## config.mk

```make
export PLATFORM = sky130hd
export DESIGN_NAME = seq_divider_nr
export DESIGN_NICKNAME = d
export VERILOG_FILES = /design/src/rtl/div_pkg.sv /design/src/rtl/nr_div_step.sv /design/src/rtl/seq_divider_nr.sv
export SDC_FILE = /design/constraint.sdc
export NUM_CORES = 1
export LEC_CHECK = 0
export BUFFER_PORTS_ARGS = -buffer_cell sky130_fd_sc_hd__buf_2
export CORE_ASPECT_RATIO = 0.6
export CORE_MARGIN = 4
export CORE_UTILIZATION = 33
export CTS_CLUSTER_SIZE = 25
export DETAILED_ROUTE_END_ITERATION = 6
export PLACE_DENSITY = 0.49
export SLEW_MARGIN = 20
export SYNTH_ARGS = -nofsm -noshare
export SYNTH_HDL_FRONTEND = slang
export SYNTH_SLANG_ARGS = --single-unit
export TNS_END_PERCENT = 30
```

## constraint.sdc

```tcl
create_clock -name clock -period 11.56 [get_ports clock]
set_input_delay 0.578 -clock clock [delete_from_list [all_inputs] [get_ports clock]]
set_output_delay 0.578 -clock clock [all_outputs]
set_load 0.1 [all_outputs]
```

## src/rtl/div_pkg.sv

```systemverilog
// div_pkg: shared FSM encoding and result field offsets for the sequential divider
package div_pkg;
  typedef enum logic [1:0] {
    IDLE = 2'd0,
    ITER = 2'd1,
    FIX  = 2'd2,
    SIGN = 2'd3
  } state_t;
  localparam int QUO_LSB = 0;
  function automatic int rem_lsb(input int width);
    return width;
  endfunction
endpackage

```

## src/rtl/nr_div_step.sv

```systemverilog
// nr_div_step: one non-restoring iteration producing the next partial remainder and quotient
module nr_div_step #(
  parameter int WIDTH = 32
) (
  input  logic [WIDTH:0]   p,
  input  logic [WIDTH-1:0] q,
  input  logic [WIDTH-1:0] m,
  output logic [WIDTH:0]   p_next,
  output logic [WIDTH-1:0] q_next
);
  logic [WIDTH:0] sh;
  // shift {P,Q} left, then add or subtract the divisor depending on the old sign of P
  always_comb begin
    sh = {p[WIDTH-1:0], q[WIDTH-1]};
    p_next = p[WIDTH] ? sh + {1'b0, m} : sh - {1'b0, m};
    q_next = {q[WIDTH-2:0], ~p_next[WIDTH]};
  end
endmodule

```

## src/rtl/seq_divider_nr.sv

```systemverilog
// seq_divider_nr: multi-cycle signed/unsigned non-restoring divider, result {remainder, quotient}
module seq_divider_nr
  import div_pkg::*;
#(
  parameter int WIDTH       = 32,
  parameter bit REM_FOLLOWS = 1'b1
) (
  input  logic               clock,
  input  logic               clear_n,
  input  logic               start,
  input  logic               is_signed,
  input  logic [WIDTH-1:0]   A,
  input  logic [WIDTH-1:0]   B,
  output logic               busy,
  output logic               done,
  output logic [2*WIDTH-1:0] Z,
  output logic               dbz,
  output logic               ovf
);
  localparam int CW      = $clog2(WIDTH);
  localparam int REM_LSB = rem_lsb(WIDTH);
  state_t           state;
  logic             sgn, sa, sb, dz;
  logic [WIDTH:0]   p, p_nx;
  logic [WIDTH-1:0] q, q_nx, m;
  logic [CW-1:0]    cnt;
  logic             a_neg, b_neg, ovf_nx;
  logic [WIDTH-1:0] mag_a, mag_b, quo, rem;

  nr_div_step #(.WIDTH(WIDTH)) u_step (
    .p     (p),
    .q     (q),
    .m     (m),
    .p_next(p_nx),
    .q_next(q_nx)
  );

  // operand magnitudes at capture and signed result/flag values applied in SIGN
  always_comb begin
    a_neg  = is_signed & A[WIDTH-1];
    b_neg  = is_signed & B[WIDTH-1];
    mag_a  = a_neg ? -A : A;
    mag_b  = b_neg ? -B : B;
    quo    = dz ? '1 : ((sa ^ sb) ? -q : q);
    rem    = dz ? (sa ? -q : q) : ((sa & REM_FOLLOWS) ? -p[WIDTH-1:0] : p[WIDTH-1:0]);
    ovf_nx = sgn & ~dz & ~(sa ^ sb) & q[WIDTH-1];
  end

  // control FSM: capture, N iterations, remainder fix-up, sign application with done pulse
  always_ff @(posedge clock or negedge clear_n) begin
    if (!clear_n) begin
      state <= IDLE;
      busy  <= 1'b0;
      done  <= 1'b0;
      Z     <= '0;
      dbz   <= 1'b0;
      ovf   <= 1'b0;
      sgn   <= 1'b0;
      sa    <= 1'b0;
      sb    <= 1'b0;
      dz    <= 1'b0;
      p     <= '0;
      q     <= '0;
      m     <= '0;
      cnt   <= '0;
    end else begin
      done <= 1'b0;
      case (state)
        IDLE: if (start) begin
          sgn   <= is_signed;
          sa    <= a_neg;
          sb    <= b_neg;
          q     <= mag_a;
          m     <= mag_b;
          p     <= '0;
          cnt   <= CW'(WIDTH - 1);
          dz    <= (B == '0);
          busy  <= 1'b1;
          state <= (B == '0) ? SIGN : ITER;
        end
        ITER: begin
          p   <= p_nx;
          q   <= q_nx;
          cnt <= cnt - CW'(1);
          if (cnt == '0) state <= FIX;
        end
        FIX: begin
          if (p[WIDTH]) p <= p + {1'b0, m};
          state <= SIGN;
        end
        SIGN: begin
          Z[REM_LSB +: WIDTH] <= rem;
          Z[QUO_LSB +: WIDTH] <= quo;
          dbz   <= dz;
          ovf   <= ovf_nx;
          done  <= 1'b1;
          busy  <= 1'b0;
          state <= IDLE;
        end
        default: state <= IDLE;
      endcase
    end
  end
endmodule
```

; After elaboration in Yosys (flattened, before gate mapping)
; Index checks and enable logic that the tools add are counted.
[op_classes]
n_mux = 22
add_sub_neg = 8
eq_ne = 6
reduce_logical = 12
bitwise_logic = 9
[ops]
columns = operator, count
row1 = 32-bit 2-to-1 mux, 8
row2 = 32-bit negation, 4
row3 = 33-bit 2-to-1 mux, 3
row4 = 33-bit case mux with 3 select lines, 1
row5 = 33-bit by 32-bit adder with 33-bit output, 2
row6 = 32-bit case mux with 2 select lines, 1
row7 = 33-bit by 32-bit subtractor with 33-bit output, 1
row8 = 32-bit logical NOT, 1
row9 = 5-bit case mux with 2 select lines, 1
row10 = 2-bit AND reduction, 5
row11 = 2-bit case mux with 4 select lines, 1
row12 = 2-bit 2-to-1 mux, 3
row13 = "2-bit != test, second input constant", 3
row14 = 1-bit bitwise AND, 5
row15 = 5-bit logical NOT, 1
row16 = 5-bit 2-to-1 mux, 1
row17 = "5-bit by 1-bit subtractor with 5-bit output, second input constant", 1
row18 = "2-bit == test, second input constant", 2
row19 = 2-bit nonzero test, 2
row20 = 1-bit inverter, 3
row21 = 3-bit AND reduction, 1
row22 = 3-bit nonzero test, 1
row23 = "2-bit by 1-bit == test with 1-bit output, second input constant", 1
row24 = 2-bit logical NOT, 1
row25 = other kinds (3), 4
[word_totals]
out_inout_bits = 68
regBits = 176
input_bits = 68

; Depth between registers and ports, before layout
; Gate-level depths: netlist of the first run.
[depth]
word_depth = 4
mapped_depth = 19

; Modules after synthesis
; A second synthesis of the first run with hierarchy kept.
[hier_totals]
cells_unflattened = 1866
hier_area_um2 = 14914.3
[by_module_without_submodules]
columns = module, area_each_um2, n_inst, seq_area_each_um2, cells_per_inst
row1 = seq_divider_nr, 12213.0, 1, 4404.2, 1469
row2 = nr_div_step, 2701.3, 1, 0.0, 397

; Worst setup path after synthesis of the first run
; OpenSTA, ideal clock, no wires.
[synth_path]
kind = register -> register
startpoint = reg m[3]
endpoint = reg p[30]
path_buffers = 1
stages_incl_launch_ff = 20
t_required_ns = 11.434
setup_slack_ns = 6.842
setup_ns = 0.126
arrival_time_ns = 4.592
path_cell_list = dfrtp_1 > or3_1 > or3_1 > nor4_1 > nand3b_1 > nor3_1 > and2_1 > nor2_1 > xnor2_1 > ha_1 > clkbuf_1 > a21o_1 > a21o_1 > a21o_1 > a21o_1 > a221o_1 > a31oi_1 > o21ai_0 > xor2_1 > a311o_1
[synth_via]
elab_chain_len = 3
elab_cells_between_ends = 6
cone_classes = add/sub: 3 / mux: 3
[synth_lines]
columns = item, line
row1 = "start, declared", seq_divider_nr.sv:25  ; logic [WIDTH-1:0] q, q_nx, m;
row2 = "start signal, assigned", seq_divider_nr.sv:74  ; m <= mag_b;
row3 = "33-bit by 32-bit adder with 33-bit output, or another cell as far along", seq_divider_nr.sv:88  ; if (p[WIDTH]) p <= p + {1'b0, m};
row4 = "33-bit 2-to-1 mux, on equally long branches", "seq_divider_nr.sv:88, nr_div_step.sv:15"
row5 = 33-bit case mux with 3 select lines (*), seq_divider_nr.sv:68  ; case (state)
row6 = "end signal, assigned", seq_divider_nr.sv:82  ; p <= p_nx;
row7 = "end signal, assigned", seq_divider_nr.sv:88
row8 = "end, declared", seq_divider_nr.sv:24  ; logic [WIDTH:0] p, p_nx;
; Every way passes the cells marked *; elsewhere a longest branch is shown, timed or not. The select of a mux whose other input is x is not followed.
; A chain may end at the register's enable or synchronous reset.

; Final worst setup path of the first run
; Ends and elaborated chain as after synthesis.

==> results of run 1 <==
## cell usage after synthesis (5+ instances only)
master and count:
a211oi_1 14, nand4_1 8, a31oi_1 14, a211o_1 5
o211ai_1 26, nand3_1 14, dfrtp_1 176, nor2_1 141
nand2_1 226, a22oi_1 18, nor3b_1 7, o31ai_1 30
or2_2 9, a21oi_1 155, o21bai_1 6, o21ai_0 185
nor3_1 28, a21o_1 42, mux2_2 11, mux2i_1 10
nor4_1 14, and2_1 8, o41ai_1 12, and3_1 7
clkbuf_1 67, ha_1 76, xor2_1 127, xnor2_1 102
buf_1 17, inv_1 61, or3_1 39, nor2b_1 10
or4_1 11, or4_4 5, nand2b_1 9, o21a_1 8
## power by group
part	switching (mW)	internal, mW
combinational	2.46	1.11
sequential	0.389	0.873
clock	0.310	0.314
## logic make-up (layout without fill, tap and decap cells)
family,count (synthesis),after routing
AO/OA/AOI/OAI,557,557
AND/OR/NAND/NOR,556,556
XOR/XNOR,229,229
flip-flops,176,176
buffers and inverters,150,242
adder cells (fa/ha/maj),78,78
multiplexers,22,22
## registers in the layout (all words and copies together), names as in the netlist
name	flops
cnt	5
busy	1
Z	64
dz	1
sb	1
p	33
ovf	1
m	32
done	1
state	2
dbz	1
sa	1
q	32
sgn	1
## cell type report
type,count,area [µm²]
repair buffers,149,787.0
clock buffers,17,425.4
clock inverters,15,192.7
fillers,4373,26160
flip-flops and latches,176,4407
well taps,570,713.2
inverters,61,229.0
multi-input cells,1442,9323
## routing by layer
metal  global-route usage  share of wire  vias to the layer above
li1                     -              -                     6456
met5                    0              0                        -
met3              0.05197          0.077                       31
met4              0.03826          0.011                        0
met1               0.3302           0.52                     6336
met2               0.2780           0.39                      374
## how the worst max path moves through the flow
stage,startpoint,endpoint,slack [ns]
finish,m[3],p[30],5.81
detailed placement,m[3],p[30],5.85
floorplan,m[3],p[30],6.84
global placement,m[3],p[30],5.92
CTS,m[3],p[30],5.81
global route,m[3],p[30],5.45
## cells in the final DEF, fill, tap and decap left out, types with 8 or more instances in the layout
cell,netlist,routed
o31ai_1,30,30
buf_4,1,14
dfrtp_1,176,174
nor2b_1,10,9
a21oi_1,155,155
a21o_1,42,42
a31oi_1,14,14
xnor2_1,102,102
buf_2,4,134
o21a_1,8,8
o211ai_1,26,26
o41ai_1,12,12
a211oi_1,14,14
and2_1,8,8
nor4_1,14,14
a22oi_1,18,18
nor2_1,141,141
mux2i_1,10,10
nand4_1,8,8
clkbuf_16,0,17
inv_1,61,61
nor3_1,28,28
o21ai_0,185,185
xor2_1,127,126
or3_1,39,39
or4_1,11,11
ha_1,76,74
nand3_1,14,14
nand2b_1,9,9
nand2_1,226,225
or2_2,9,9
mux2_2,11,11
==> results.md, run 1 <==
- Status: completed
- Setup bufs post-CTS: 0
- Synth Instances: 1,768
- Primary FF master, synth: dfrtp_1
- Slew HR: 0.2820
- Root Driver: clkbuf_16
- Initial antenna violation count: 3
- Pin count of the biggest net entering global routing: 95
- Worst path bufs/invs: 0
- CTS sink count: 176
- DR iter-0 viols: 1,116
- Complex-gate fraction of the synthesized area: 0.2391
- Critical path class: flip-flop to flip-flop
- DRC Markers: 0
- Vias/cell: 5.431
- Critical R2R Launch: m[3]
- CP endpoint kind: flip-flop
- Max-cap violations: 0
- Mapped Nets: 1,914
- CP top delay family: simple AND/OR/NAND/NOR gates
- Tightest Pin Transition: 1.050 ns
- Synth Area in Simple Gates: 0.1840
- WL final: 48.97 mm
- Inserted Diodes: 0
- Worst r2r dst: p[30]
- Pre-CTS WS: 5.852 ns
- Rows: 58
- Final setup margin: 5.814 ns
- Pwr dens: 339.0 nW/µm²
- Placed inst area: 15,450 µm²
- Fmax: 174.0 MHz
- CTS tree: done
- Final Skew: 0.01573 ns
- Area grow syn2layout: 12.84%
- Post-CTS sizing: 0
- Share of layout cells above drive strength 1: 0.1237
- XOR/XNOR Fraction of Synth Area: 0.1408
- Critical path depth: 18
- Pleak: 7.077 nW
- Average wire per standard cell: 20.15 µm
- H-tree depth: 4
- Final setup fails: 0
- Sum Neg Setup Slack: 0 ns
- Buffers on Ports: 135
- Antenna viol nets, final: 0
- R2R cell count: 18
- Slowest-stage cell, CP: nor3_1
- Largest family of logic cells by synthesized area: compound AO/OA/AOI/OAI gates
- Placeable Area: 42,240 µm²
- Power, Total: 5.451 mW
- First-pass GRT wire length: 75.74 mm
- Synth unique cells: 75
- Synth area leaders: dfrtp_1 (31%), xor2_1 (7.8%), ha_1 (6.7%), o21ai_0 (6.5%), xnor2_1 (6.3%)
- Crit-path most repeated cell: a21o_1
- Post-synth EDFFs: 0
- Critical Path AT: 6.09 ns
- WP data required: 11.90 ns
- Clock slew seen by the registers of the worst setup and hold paths: 0.07 ns
- Placed instance count: 2,398
- Clk Latency, worst-skew pair: 0.47 ns
- Nets: 1,993
- Ys async rst share: 1.000
- Yosys top cell area share: 0.3091
- Minimum hold slack: 0.1482 ns
- Num CTS Buffers: 17
- Synth area leader: dfrtp_1
- Total grt overflow: 0
- #FFs+latches synth: 176
- Clock Path Buffers: 2
- Via Count: 13,200
- GPL Wtd Cong: 0.8870
- Fin. max-slew vios: 0
- Finished Core Util: 0.3806
- RSZ-0062 raised after global routing: false
- Crit path time final: 5.746 ns
- Tcrit/Tclk final: 0.4971
- Crit path max fanout: 8
- Sequential share of the synthesized area: 0.3091
- Syn Std Cell Area: 14,250 µm²
- Die Width: 276.2 µm
- Count of hold-fix buffers inserted at cts: 0
- R2R Setup Slk: 5.81 ns
- Yosys warnings: 0
- Vias in the first global route: 12,400
- Peak supply drop: 0.2449 mV
- DR pass1 iterations: 6
- Boundary pin count: 136
- HPWL Detailed: 38.45 mm
- Mux cell area share after synthesis: 0.01730
- Synth Area in Adders: 0.06955
- Hold Crit Class: primary input to async pin
- Die Ht: 169.0 µm
- Initial Utilization: 0.3373
- Non-Filler Instances: 2,430
- Die area: 46,670 µm²
- CP startpoint kind: flip-flop
- GRT Overall Usage: 0.2073
- Hold Fails Final Rpt: 0
- Design Area, Final: 16,080 µm²
- CP Cell Sequence: or3_1 -> or3_1 -> nor4_1 -> nand3b_1 -> nor3_1 -> and2_1 -> nor2_1 -> xnor2_1 -> ha_1 -> a21o_1 -> a21o_1 -> a21o_1 -> a21o_1 -> a221o_1 -> a31oi_1 -> o21ai_0 -> xor2_1 -> a311o_1
- CP peak stage delay: 0.57 ns
- Synth Area per Inst: 8.058 µm²
No activity file was read; power rests on OpenSTA's default activity.
==> inputs of run 2 (changes only) <==
==> constraint.sdc (replaced) <==
create_clock -name clock -period 5.3 [get_ports clock]
set_input_delay 0.265 -clock clock [delete_from_list [all_inputs] [get_ports clock]]
set_output_delay 0.265 -clock clock [all_outputs]
set_load 0.1 [all_outputs]
==> run 2 against run 1 <==
  * Sequential share of layout area decreased by 0.27 points
  * Count of clock-buffer cells in the layout up 1
  * Combinational power increased by 120%
  * Critical endpoint unchanged
  * Global-route usage is 0.083 points higher
  * Final cell count grew 0.74%
  * Maximum frequency rose by 15%
  * Sequential power rose by 120%
  * First-iteration DRC count fell by 11%
  * Largest power group unchanged
  * Largest cell class unchanged
  * Core utilization rose by 0.38 points
  * Critical path depth is 2 higher
  * Setup slack lost 5.5 ns
==> results.md, run 2 (synthesis results as in run 1) <==
- Final Skew: 0.008117 ns (-0.007610 ns)
- Root Driver: clkbuf_16
- First-pass GRT wire length: 76.00 mm (+0.35%)
- Minimum hold slack: 0.1283 ns (-0.01991 ns)
- Average wire per standard cell: 20.18 µm (+0.17%)
- Pwr dens: 740.4 nW/µm² (+120%)
- Worst path bufs/invs: 2 (+2)
- Hold Crit Class: primary input to flip-flop
- Post-CTS sizing: 0 (unchanged)
- Clock slew seen by the registers of the worst setup and hold paths: 0.07 ns (about the same)
- Boundary pin count: 136 (unchanged)
- Sum Neg Setup Slack: 0 ns (unchanged)
- Share of layout cells above drive strength 1: 0.1305 (+0.006872)
- Fmax: 200.1 MHz (+15%)
- Power, Total: 12.02 mW (+120%)
- Critical R2R Launch: m[3]
- Hold path start: B[12]
- HPWL Detailed: 39.07 mm (+1.6%)
- CP startpoint: m[3]
- Reg with most FFs: Z
- Vias in the first global route: 12,580 (+1.4%)
- M1 wire length: 25.98 mm (+1.7%)
- Pin count of the biggest net entering global routing: 99 (+4.2%)
- Biggest regs: Z (64), p (33)
- CP top delay family: compound AO/OA/AOI/OAI gates
- Final setup fails: 0 (unchanged)
- Area grow syn2layout: 13.95%
- Met3 WL: 3.691 mm (-2.6%)
- Tcrit/Tclk final: 0.9429 (+0.4458)
- DR top layer: met4
- Num CTS Buffers: 17 (unchanged)
- Critical path class: flip-flop to flip-flop
- Tightest Pin Transition: 1.104 ns (+0.05454 ns)
- Pre-CTS WS: 0.3749 ns (-5.477 ns)
- Die Width: 276.2 µm (unchanged)
- Crit path max fanout: 5 (-3)
- Clock Path Buffers: 2 (unchanged)
- Final setup margin: 0.3028 ns (-5.511 ns)
- Status: completed
- Rows: 58 (unchanged)
- Setup bufs post-CTS: 0 (unchanged)
- Initial Utilization: 0.3373 (unchanged)
- GPL Wtd Cong: 0.9015 (+1.6%)
- Placeable Area: 42,240 µm² (unchanged)
- Fill cells: 4,393 (+0.46%)
- Vias/cell: 5.406 (-0.46%)
- Pleak: 7.172 nW (+1.3%)
- GRT Overall Usage: 0.2081 (+0.0008347)
- H-tree depth: 4 (unchanged)
- DR pass1 iterations: 5 (-1)
- Peak supply drop: 0.5233 mV (+110%)
- Largest register FFs: 64 (unchanged)
- Initial antenna violation count: 2 (-1)
- CP endpoint kind: flip-flop
- Clk Latency, worst-skew pair: 0.46 ns (about the same)
- Fin. max-slew vios: 0 (unchanged)
- DRC Markers: 0 (unchanged)
- DR iter-0 viols: 988 (-11%)
- Met2 routed WL: 19.25 mm (+0.90%)
- CTS sink count: 176 (unchanged)
- Hold Fails Final Rpt: 0 (unchanged)
- CP Cell Sequence: or3_1 -> or3_1 -> nor4_1 -> buf_4 -> nand3b_1 -> nor3_1 -> buf_4 -> and2_1 -> nor2_1 -> xnor2_1 -> ha_1 -> a21o_1 -> a21o_1 -> a21o_1 -> a21o_1 -> a221o_1 -> a31oi_1 -> o21ai_0 -> xor2_1 -> a311o_1
- Nets: 2,010 (+0.85%)
- Slowest-stage cell, CP: dfrtp_1
- Total grt overflow: 0 (unchanged)
- Buffers on Ports: 135 (unchanged)
- Commonest cells after routing, fill and taps aside: nand2_1 (225), o21ai_0 (185), dfrtp_1 (174)
- Crit-path most repeated cell: a21o_1
- Die Ht: 169.0 µm (unchanged)
- Commonest non-fill, non-tap cell in the layout: nand2_1
- Via Count: 13,230 (+0.28%)
- Crit path time final: 4.997 ns (-0.7489 ns)
- Critical Path AT: 5.33 ns (-0.76 ns)
- CP startpoint kind: flip-flop
- CP peak stage delay: 0.43 ns (-0.14 ns)
- WL final: 49.41 mm (+0.91%)
- CTS tree: done
- Slew HR: 0.2584 (-0.02355)
- Max-cap violations: 0 (unchanged)
- Die area: 46,670 µm² (unchanged)
- Antenna viol nets, final: 0 (unchanged)
- WP data required: 5.64 ns (-6.26 ns)
- RSZ-0062 raised after global routing: false
[run 2: worst paths after layout]
check	slack [ns]	depth (start not counted)	endpoint
min in group asynchronous	0.40	2	Z[22]
min	0.13	3	m[12]
max in group asynchronous	3.82	3	dz
max	0.30	20	p[30]
max reg2reg	0.30	20	p[30]
min reg2reg	0.51	1	Z[42]
[run 2: worst reg2reg max path: cells and delay by family (launching register included)]
family / cells / cell delay, ns
AO/OA/AOI/OAI: 8 / 1.87
AND/OR/NAND/NOR: 7 / 1.62
adder cells (fa/ha/maj): 1 / 0.29
buffers and inverters: 2 / 0.36
flip-flops: 1 / 0.43
XOR/XNOR: 2 / 0.30
[run 2: area by class of cell]
type                    count  area (µm²)  area share
inverters                  61       229.0     0.01410
diodes                      1       2.502   0.0001541
well taps                 570       713.2     0.04393
multi-input cells        1442        9324      0.5743
clock inverters            14       201.4     0.01241
flip-flops and latches    176        4407      0.2714
clock buffers              18       429.2     0.02643
repair buffers            166       929.6     0.05726
[run 2: timing repair]
item / CTS / global route
hold buffers: 1 / 0
endpoints found under the hold margin: 78 / 0
endpoints found under the setup margin: 0 / 0
[run 2: per-layer routing]
metal / GRT usage / vias up
met5: 0 / -
met4: 0.03603 / 0
met3: 0.04591 / 32
met2: 0.2843 / 350
met1: 0.3324 / 6364
li1: - / 6488
[run 2: per-stage QoR]
step,instances,utilization,area [µm²]
final,2448,0.3844,16240
after detailed placement,2414,0.3689,15580
after global routing,2447,0.3843,16230
after global placement,2414,0.3689,15580
after CTS,2447,0.3840,16220
after floorplan,1768,-,14250
[run 2: power breakdown]
part           total [mW]  internal [mW]  switching [mW]  leakage [nW]
logic                7.81           2.46            5.34          4.67
registers            2.79           1.90           0.888          2.20
clock network        1.42          0.800           0.620         0.308
==> inputs of run 3 (changes only) <==
--- a/config.mk
+++ b/config.mk
@@ -5,13 +5,14 @@
 export SDC_FILE = /design/constraint.sdc
 export NUM_CORES = 1
 export LEC_CHECK = 0
+export ABC_AREA = 1
 export BUFFER_PORTS_ARGS = -buffer_cell sky130_fd_sc_hd__buf_2
 export CORE_ASPECT_RATIO = 0.6
 export CORE_MARGIN = 4
 export CORE_UTILIZATION = 33
-export CTS_CLUSTER_SIZE = 25
+export CTS_CLUSTER_SIZE = 10
 export DETAILED_ROUTE_END_ITERATION = 6
-export PLACE_DENSITY = 0.49
+export PLACE_DENSITY = 0.48
 export SLEW_MARGIN = 20
 export SYNTH_ARGS = -nofsm -noshare
 export SYNTH_HDL_FRONTEND = slang
==> run 3 against run 2 <==
  * Final cell count grew 47%
  * Sequential cell count stayed put
  * Maximum frequency increased by 30%
  * Setup slack better by 1.2 ns
  * Critical path type unchanged
  * Global-route usage rose by 6.5 points
  * Clock skew is 0.0078 ns higher
  * Core utilization down 1.0 points
==> results.md, run 3 <==
- RSZ-0062 raised after global routing: false
- DR iter-0 viols: 2,149 (+120%)
- Worst r2r dst: p[27]
- Reg with most FFs: Z
- Share of layout cells above drive strength 1: 0.08997 (-0.04055)
- Crit path max fanout: 5 (unchanged)
- Met3 WL: 7.088 mm (+92%)
- H-tree depth: 4 (unchanged)
- Fmax: 260.8 MHz (+30%)
- Clock Path Buffers: 2 (unchanged)
- Syn Std Cell Area: 16,950 µm² (+19%)
- Synth unique cells: 53 (-29%)
- M1 wire length: 42.35 mm (+63%)
- Die Width: 300.6 µm (+8.8%)
- Via Count: 18,750 (+42%)
- Synth area leader: dfrtp_1
- First-pass GRT wire length: 112.4 mm (+48%)
- Sum Neg Setup Slack: 0 ns (unchanged)
- Vias/cell: 5.201 (-3.8%)
- Vias in the first global route: 16,660 (+32%)
- Hold path depth: 3 (unchanged)
- Mapped Nets: 2,945 (+54%)
- Fin. max-slew vios: 0 (unchanged)
- Hold Fails Final Rpt: 0 (unchanged)
- DRC Markers: 0 (unchanged)
- #FFs+latches synth: 176 (unchanged)
- Yosys top cell area share: 0.2598 (-0.04933)
- CP endpoint kind: flip-flop
- Crit path time final: 3.834 ns (-1.163 ns)
- Area grow syn2layout: 12.18%
- Boundary pin count: 136 (unchanged)
- R2R Setup Slk: 1.47 ns (+1.16 ns)
- Fill cells: 5,651 (+29%)
- Final setup fails: 0 (unchanged)
- Yosys warnings: 0 (unchanged)
- R2R cell count: 20 (unchanged)
- Tightest Pin Transition: 1.092 ns (-0.01236 ns)
- Initial antenna violation count: 1 (-1)
- Primary FF master, synth: dfrtp_1
- WP data required: 5.65 ns (about the same)
- Biggest regs: Z (64), p (33)
- Count leader, synth: nand2_1
- Sequential share of the synthesized area: 0.2598 (-0.04933)
- Critical path class: flip-flop to flip-flop
- CTS tree: done
- Buffers on Ports: 135 (unchanged)
- Tcrit/Tclk final: 0.7234 (-0.2195)
- Synth cell count leaders: nand2_1 (899), inv_1 (357), nor2_1 (327), nand3_1 (195)
- Commonest cells after routing, fill and taps aside: nand2_1 (899), inv_1 (356), nor2_1 (326)
- Antenna viol nets, final: 0 (unchanged)
- Num CTS Buffers: 17 (unchanged)
- Synth area leaders: dfrtp_1 (26%), nand2_1 (20%), inv_1 (7.9%), nor2_1 (7.2%), nand3_1 (5.8%)
- Pin count of the biggest net entering global routing: 144 (+45%)
- Status: completed
- Hold EP: m[22]
- Critical R2R Launch: m[0]
- Hold Crit Class: primary input to flip-flop
- Synth Area per Inst: 6.057 µm² (-25%)
- CP startpoint kind: flip-flop
- Placeable Area: 50,850 µm² (+20%)
- GPL Wtd Cong: 1.007 (+12%)
- Inserted Diodes: 0 (-1)
- Final Skew: 0.01592 ns (+0.007803 ns)
- Clk Latency, worst-skew pair: 0.47 ns (about the same)
- Met2 routed WL: 26.34 mm (+37%)
- DR top layer: met4
- CTS sink count: 176 (unchanged)
- Max-cap violations: 0 (unchanged)
- Root Driver: clkbuf_16
- Hold path start: B[22]
- Largest register FFs: 64 (unchanged)
- Total grt overflow: 0 (unchanged)
- Average wire per standard cell: 21.17 µm (+4.9%)
- Nets: 3,045 (+51%)
- Clock slew seen by the registers of the worst setup and hold paths: 0.08 ns (about the same)
- WL final: 76.30 mm (+54%)
- Initial Utilization: 0.3334 (-0.003942)
- Slew HR: 0.2711 (+0.01273)
- GRT Overall Usage: 0.2730 (+0.06485)
- Ys async rst share: 1.000 (unchanged)
- Critical Path AT: 4.18 ns (-1.15 ns)
- CP startpoint: m[0]
- Post-CTS sizing: 0 (unchanged)
- HPWL Detailed: 61.75 mm (+58%)
- Die area: 55,180 µm² (+18%)
- Rows: 64 (+10%)
- DR pass1 iterations: 6 (+1)
- Synth Instances: 2,799 (+58%)
- Post-synth EDFFs: 0 (unchanged)
- Commonest non-fill, non-tap cell in the layout: nand2_1
- Die Ht: 183.6 µm (+8.7%)
==> run 3: stage by stage <==
step | setup WS (ns) | area [µm²] | cells | hold slack [ns] | util
5_1_grt | 1.162 | 19020 | 3605 | 0.1148 | 0.3740
3_5_place_dp | 1.694 | 18390 | 3572 | 0.2063 | 0.3616
2_1_floorplan | 2.565 | 16950 | 2799 | -0.03059 | -
3_3_place_gp | 1.681 | 18390 | 3572 | 0.2054 | 0.3616
6_report | 1.466 | 19020 | 3605 | 0.1115 | 0.3740
4_1_cts | 1.652 | 19020 | 3605 | 0.08405 | 0.3740
==> run 3: how the worst max path moves through the flow <==
stage                  to  slack, ns
global route        p[27]       1.16
global placement    p[26]       1.68
detailed placement  p[27]       1.69
finish              p[27]       1.47
floorplan           p[32]       2.56
CTS                 p[27]       1.65
==> run 3: cell type report <==
type	count	area, µm²	share of cell area
multi-input cells	2173	10850	0.5708
flip-flops and latches	176	4404	0.2316
inverters	374	1409	0.07408
well taps	693	867.1	0.04560
repair buffers	157	864.6	0.04546
clock buffers	17	425.4	0.02237
clock inverters	15	192.7	0.01013
==> run 3: cell families (layout without fill, tap and decap cells) <==
logic type	after synthesis	after routing	synth area share
AND/OR/NAND/NOR	1573	1573	0.3910
flip-flops	176	176	0.2598
adder cells (fa/ha/maj)	78	78	0.05845
buffers and inverters	450	563	0.1013
XOR/XNOR	96	96	0.04960
AO/OA/AOI/OAI	426	426	0.1399
==> run 3: worst max-delay path, stage by stage, from the launching register on <==
cell,delay (ns)
dfrtp_1,0.42
inv_1,0.13
ha_1,0.18
nand2_1,0.11
nor2_1,0.41
a31oi_1,0.25
a21oi_1,0.25
nand2_1,0.10
xor2_1,0.16
ha_1,0.44
nand2_1,0.17
nor2_1,0.30
nand2_1,0.18
nor2_1,0.13
nand2_1,0.09
nand2_1,0.09
nand2_1,0.05
nand3_1,0.09
nand2_1,0.06
nand2_1,0.06
nand2_1,0.05
==> run 3: per-layer routing <==
layer  vias up  global-route usage
met5         -                   0
met4         0             0.03245
met3        27             0.06656
met2       746              0.3309
met1      8803              0.4693
li1       9172                   -
==> run 3: what timing repair did <==
item                                   4_1_cts  5_1_grt
endpoints found under the hold margin       33        0
hold buffers                                 1        0
buffers inserted                             0        0
Power of run 3 is left out: the tool's default activity adds up to more than one toggle a clock period on the data nets, which glitch-free logic cannot reach.
